**src/rtl/udp_recv.sv**
```systemverilog
`default_nettype none
// ---------------------------------------------------------------------------
// udp_recv: strips the 8-byte UDP header, filters on destination port and
// forwards payload beats with source/port/length metadata.
// Revision: 1.0
// ---------------------------------------------------------------------------
module udp_recv #(
   parameter logic [15:0] LOCAL_PORT = 16'h0400,
   parameter bit          FILTER_EN  = 1'b1
) (
   input  logic        clk,
   input  logic        reset,
   input  logic [31:0] data_in,
   input  logic        data_valid_in,
   input  logic [3:0]  data_keep_in,
   input  logic        data_last_in,
   output logic        data_ready_out,
   input  logic [31:0] ip_addr_in,
   output logic [31:0] data_out,
   output logic        data_valid_out,
   output logic [3:0]  data_keep_out,
   output logic        data_last_out,
   input  logic        data_ready_in,
   output logic [31:0] ip_addr_out,
   output logic [15:0] src_port_out,
   output logic [15:0] dest_port_out,
   output logic [15:0] length_out,
   output logic [15:0] pkt_count,
   output logic [15:0] drop_count
);

   localparam logic [1:0] S_HDR0    = 2'd0;
   localparam logic [1:0] S_HDR1    = 2'd1;
   localparam logic [1:0] S_PAYLOAD = 2'd2;
   localparam logic [1:0] S_DROP    = 2'd3;

   logic [1:0]  state_q, state_d;
   logic [15:0] src_port_q, dst_port_q, len_q;
   logic [31:0] ip_q;
   logic        meta_pend_q;
   logic [31:0] dout_q, ip_out_q;
   logic [3:0]  keep_q;
   logic        last_q, vout_q;
   logic [15:0] src_out_q, dst_out_q, len_out_q, pkt_q, drop_q;

   logic        ready_int, in_xfer, out_free, hdr_drop, meta_load, pkt_inc, drop_inc;
   logic [15:0] pay_len;

   assign out_free  = ~vout_q | data_ready_in;
   assign ready_int = (state_q == S_PAYLOAD) ? out_free : 1'b1;
   assign in_xfer   = data_valid_in & ready_int;
   assign hdr_drop  = (data_in[31:16] < 16'd8) | (FILTER_EN & (dst_port_q != LOCAL_PORT));
   assign pay_len   = data_in[31:16] - 16'd8;
   assign meta_load = in_xfer & (state_q == S_HDR1) & ~data_last_in & ~hdr_drop;
   assign pkt_inc   = in_xfer & data_last_in &
                      (((state_q == S_HDR1) & ~hdr_drop) | (state_q == S_PAYLOAD));
   assign drop_inc  = in_xfer & (((state_q == S_HDR0) & data_last_in) |
                                 ((state_q == S_HDR1) & hdr_drop));

   always_comb begin
      state_d = state_q;
      if (in_xfer) begin
         case (state_q)
            S_HDR0:    state_d = data_last_in ? S_HDR0 : S_HDR1;
            S_HDR1: begin
               if (data_last_in)  state_d = S_HDR0;
               else if (hdr_drop) state_d = S_DROP;
               else               state_d = S_PAYLOAD;
            end
            S_PAYLOAD,
            S_DROP:    if (data_last_in) state_d = S_HDR0;
            default:   state_d = S_HDR0;
         endcase
      end
   end

   always_ff @(posedge clk or posedge reset) begin
      if (reset) begin
         state_q     <= S_HDR0;
         src_port_q  <= '0;
         dst_port_q  <= '0;
         len_q       <= '0;
         ip_q        <= '0;
         meta_pend_q <= 1'b0;
         dout_q      <= '0;
         keep_q      <= '0;
         last_q      <= 1'b0;
         vout_q      <= 1'b0;
         ip_out_q    <= '0;
         src_out_q   <= '0;
         dst_out_q   <= '0;
         len_out_q   <= '0;
         pkt_q       <= '0;
         drop_q      <= '0;
      end else begin
         state_q <= state_d;
         if (in_xfer && state_q == S_HDR0) begin
            src_port_q <= data_in[31:16];
            dst_port_q <= data_in[15:0];
            ip_q       <= ip_addr_in;
         end
         // Metadata may not change under a held output beat of the previous
         // datagram, so it is parked until the output register frees up.
         if (meta_load && out_free) begin
            ip_out_q    <= ip_q;
            src_out_q   <= src_port_q;
            dst_out_q   <= dst_port_q;
            len_out_q   <= pay_len;
            meta_pend_q <= 1'b0;
         end else if (meta_load) begin
            len_q       <= pay_len;
            meta_pend_q <= 1'b1;
         end else if (meta_pend_q && out_free) begin
            ip_out_q    <= ip_q;
            src_out_q   <= src_port_q;
            dst_out_q   <= dst_port_q;
            len_out_q   <= len_q;
            meta_pend_q <= 1'b0;
         end
         if (in_xfer && state_q == S_PAYLOAD) begin
            dout_q <= data_in;
            keep_q <= data_keep_in;
            last_q <= data_last_in;
            vout_q <= 1'b1;
         end else if (data_ready_in) begin
            vout_q <= 1'b0;
         end
         if (pkt_inc)  pkt_q  <= pkt_q + 16'd1;
         if (drop_inc) drop_q <= drop_q + 16'd1;
      end
   end

   assign data_ready_out = ~reset & ready_int;
   assign data_out       = dout_q;
   assign data_valid_out = vout_q;
   assign data_keep_out  = keep_q;
   assign data_last_out  = last_q;
   assign ip_addr_out    = ip_out_q;
   assign src_port_out   = src_out_q;
   assign dest_port_out  = dst_out_q;
   assign length_out     = len_out_q;
   assign pkt_count      = pkt_q;
   assign drop_count     = drop_q;

endmodule
`default_nettype wire

```
**config.mk**
```make
export PLATFORM = sky130hd
export DESIGN_NAME = udp_recv
export DESIGN_NICKNAME = d
export VERILOG_FILES = /design/src/rtl/udp_recv.sv
export SDC_FILE = /design/constraint.sdc
export NUM_CORES = 1
export LEC_CHECK = 0
export ABC_AREA = 1
export CAP_MARGIN = 20
export CORE_MARGIN = 2
export CORE_UTILIZATION = 45
export CTS_CLUSTER_SIZE = 10
export DETAILED_ROUTE_END_ITERATION = 16
export HOLD_SLACK_MARGIN = 0.15
export PLACE_DENSITY = 0.75
export SLEW_MARGIN = 5
export SYNTH_ARGS = -nofsm -noshare
export SYNTH_HDL_FRONTEND = slang
export SYNTH_SLANG_ARGS = --single-unit
```
**constraint.sdc**
```tcl
create_clock -name clk -period 16.8 [get_ports clk]
set_clock_uncertainty 0.1 [all_clocks]
set_input_delay 1.68 -clock clk [delete_from_list [all_inputs] [get_ports clk]]
set_output_delay 1.68 -clock clk [all_outputs]
set_load 0.05 [all_outputs]
```
==> metrics.yaml <==
report.final.slew_viol_count: 0
drive_gt1_frac: 0.06891
ys_warn_count: 0
ys_seq_area_frac: 0.5804
cp.required_ns: 15.02
die_y_um: 153.4
period_share: 0.3057
vias_per_cell: 4.956
drc: 0
dieArea_mm2: 0.02353
holdWs_ns: 0.3582
post_cts_resized: 0
yosysUniqueCellTypes: 32
p_per_area_mw_per_mm2: 136.9
netlist_area_mm2: 0.01005
outcome: "finished, final reports clean"
overflow: 0
htree_levels: 1
grt_start_max_net_pins: 100
post-route-min-period_ns: 5.136
port-buffer-count: 223
postRouteAntennaNets: 0
cp-end-kind: "output pin"
area.growth.synth_to_final_pct: 30.66
fin_setup_tns_ns: 0
p_leak_nw: 6.337
grt.total_usage: 0.2115
post_cts_buffers: 0
start_util: 0.4589
slew-limit-headroom: 0.2801
cts.path.max_buffers: 3
cts.sink_count: 233
cts_root_buf: "clkbuf_16"
path_clk_slew_ns: 0.05
hold_path.class: "flip-flop to flip-flop"
regArea_mm2: 0.005831
antenna_found_initial: 0
drtPass1Iterations: 4
layout.nets: 1410
setup_viol: 0
place_inst: 1585
gp_congestion: 0.8726
rsz0062_at_grt: "no"
max_freq_ghz: 0.1947
cts_tree: "yes"
synth_nets: 1196
crit_type: "primary input to output pin"
dp_hpwl_um: 16590
fp-row-count: 54
hold_viol: 0
wl_um: 24960
multi_input_area_mm2: 0.003622
finalNonFillerCells: 1615
cap_violations: 0
syn_inst: 1120
initialDrtViolationCount: 517
fill_cells: 1844
critPathLaunchType: "primary input"
placed_cell_area_mm2: 0.01244
cts_hold_buf: 0
fp.dieW_um: 153.4
diodes: 0
pre_cts_slack_ns: 11.67
ys_seq_elements: 233
layout_setup_ws_ns: 11.66
peakVddDrop_mv: 0.1264
vias: 8004
grt_pass1_wl_um: 40940
critPathArrivalTime_ns: 3.36
wl_per_cell_um: 15.46
syn_area_per_cell_um2: 8.970
cts_inserted_buffers: 27
core_area_mm2: 0.02189
io_pins: 224
cp_max_fo: 6
max_slew.worst_pin.slew_ns: 1.080
grt_pass1_vias: 7813
clkLatencyLatePin_ns: 0.51
final_area_mm2: 0.01313
-- where the power goes --
part	internal (mW)	switching, mW
clock network	0.282	0.210
registers	0.679	0.0721
logic	0.192	0.363
-- registers in the layout, indices dropped and copies added (netlist names), 4 cells and up --
name           cells
data_keep_out      4
ip_q              32
length_out        16
ip_addr_out       32
drop_count        16
pkt_count         16
len_q             16
dest_port_out     16
data_out          32
src_port_q        16
dst_port_q        16
src_port_out      16
-- path summary, 6_finish.rpt --
path,slack (ns),cells past startpoint,to,start
max in group asynchronous,13.51,3,data_out[6],reset
worst min-delay path,0.36,2,ip_addr_out[9],ip_q[9]
worst max-delay path,11.66,4,data_ready_out,data_ready_in
worst min register to register,0.36,2,ip_addr_out[9],ip_q[9]
worst max register to register,14.05,10,ip_addr_out[20],dst_port_q[11]
min in group asynchronous,1.63,2,pkt_count[14],reset
-- cell type report --
class,count,share of cell area
Clock inverter,2,0.0007626
Sequential cell,233,0.4442
Tap cell,280,0.02669
Clock buffer,28,0.05176
Multi-Input combinational cell,749,0.2760
Inverter,95,0.02774
Timing Repair Buffer,228,0.1729
-- kinds of logic (layout without fill, tap and decap cells) --
family | count (synthesis) | after routing | synth area share
buf+inv | 138 | 353 | 0.06103
xor+xnor | 35 | 35 | 0.03051
mux | 36 | 36 | 0.04035
fa+ha+maj | 3 | 3 | 0.003737
simple gates | 571 | 571 | 0.2304
flops | 233 | 233 | 0.5804
compound gates | 104 | 104 | 0.05356
-- cells in the final DEF (no fill, tap or decap), drive strengths merged, types with 2 or more instances in the layout --
cell type and instances:
nand2 443, dfrtp 233, clkdlybuf4s50 223, o21ai 98
inv 95, nand3 66, nor2 45, mux2 36
clkbuf 28, xor2 22, xnor2 13, nor3 7
nand4 6, buf 5, a21oi 5, ha 3
clkinv 2
-- layer usage --
layer / global-route usage / vias up / part of all wire
met5: 0 / - / 0
met4: 0.04937 / 0 / 0.019
met3: 0.04026 / 32 / 0.064
met2: 0.3461 / 231 / 0.47
met1: 0.2950 / 3824 / 0.45
li1: - / 3917 / -
-- through the flow --
step | utilization | power [mW]
after floorplan | - | 1.119
after global placement | 0.5681 | 1.305
after detailed placement | 0.5681 | 1.316
after CTS | 0.5996 | 1.815
after global routing | 0.5996 | 1.884
final | 0.5996 | 1.797
-- cells in the mapped netlist, drive strengths merged --
library cell	instances	area, um^2
nand3	66	340.3
o21ai	98	490.5
nor4	1	6.260
nor2	45	178.9
nand3b	1	7.510
a21oi	5	28.78
buf	30	207.7
xor2	22	192.7
nor3	7	46.30
and3	1	6.260
nand2	443	1678
xnor2	13	113.9
clkbuf	13	48.80
o21bai	1	18.77
inv	95	356.6
ha	3	37.54
nand4	6	43.79
nor3b	1	7.510
mux2	36	405.4
dfrtp	233	5831
-- critical path: stages --
cell	delay, ns
clkdlybuf4s50_1	0.40
nor2_1	0.42
a21oi_1	0.12
clkdlybuf4s50_1	0.73
Power figures use the tool's default switching activity.
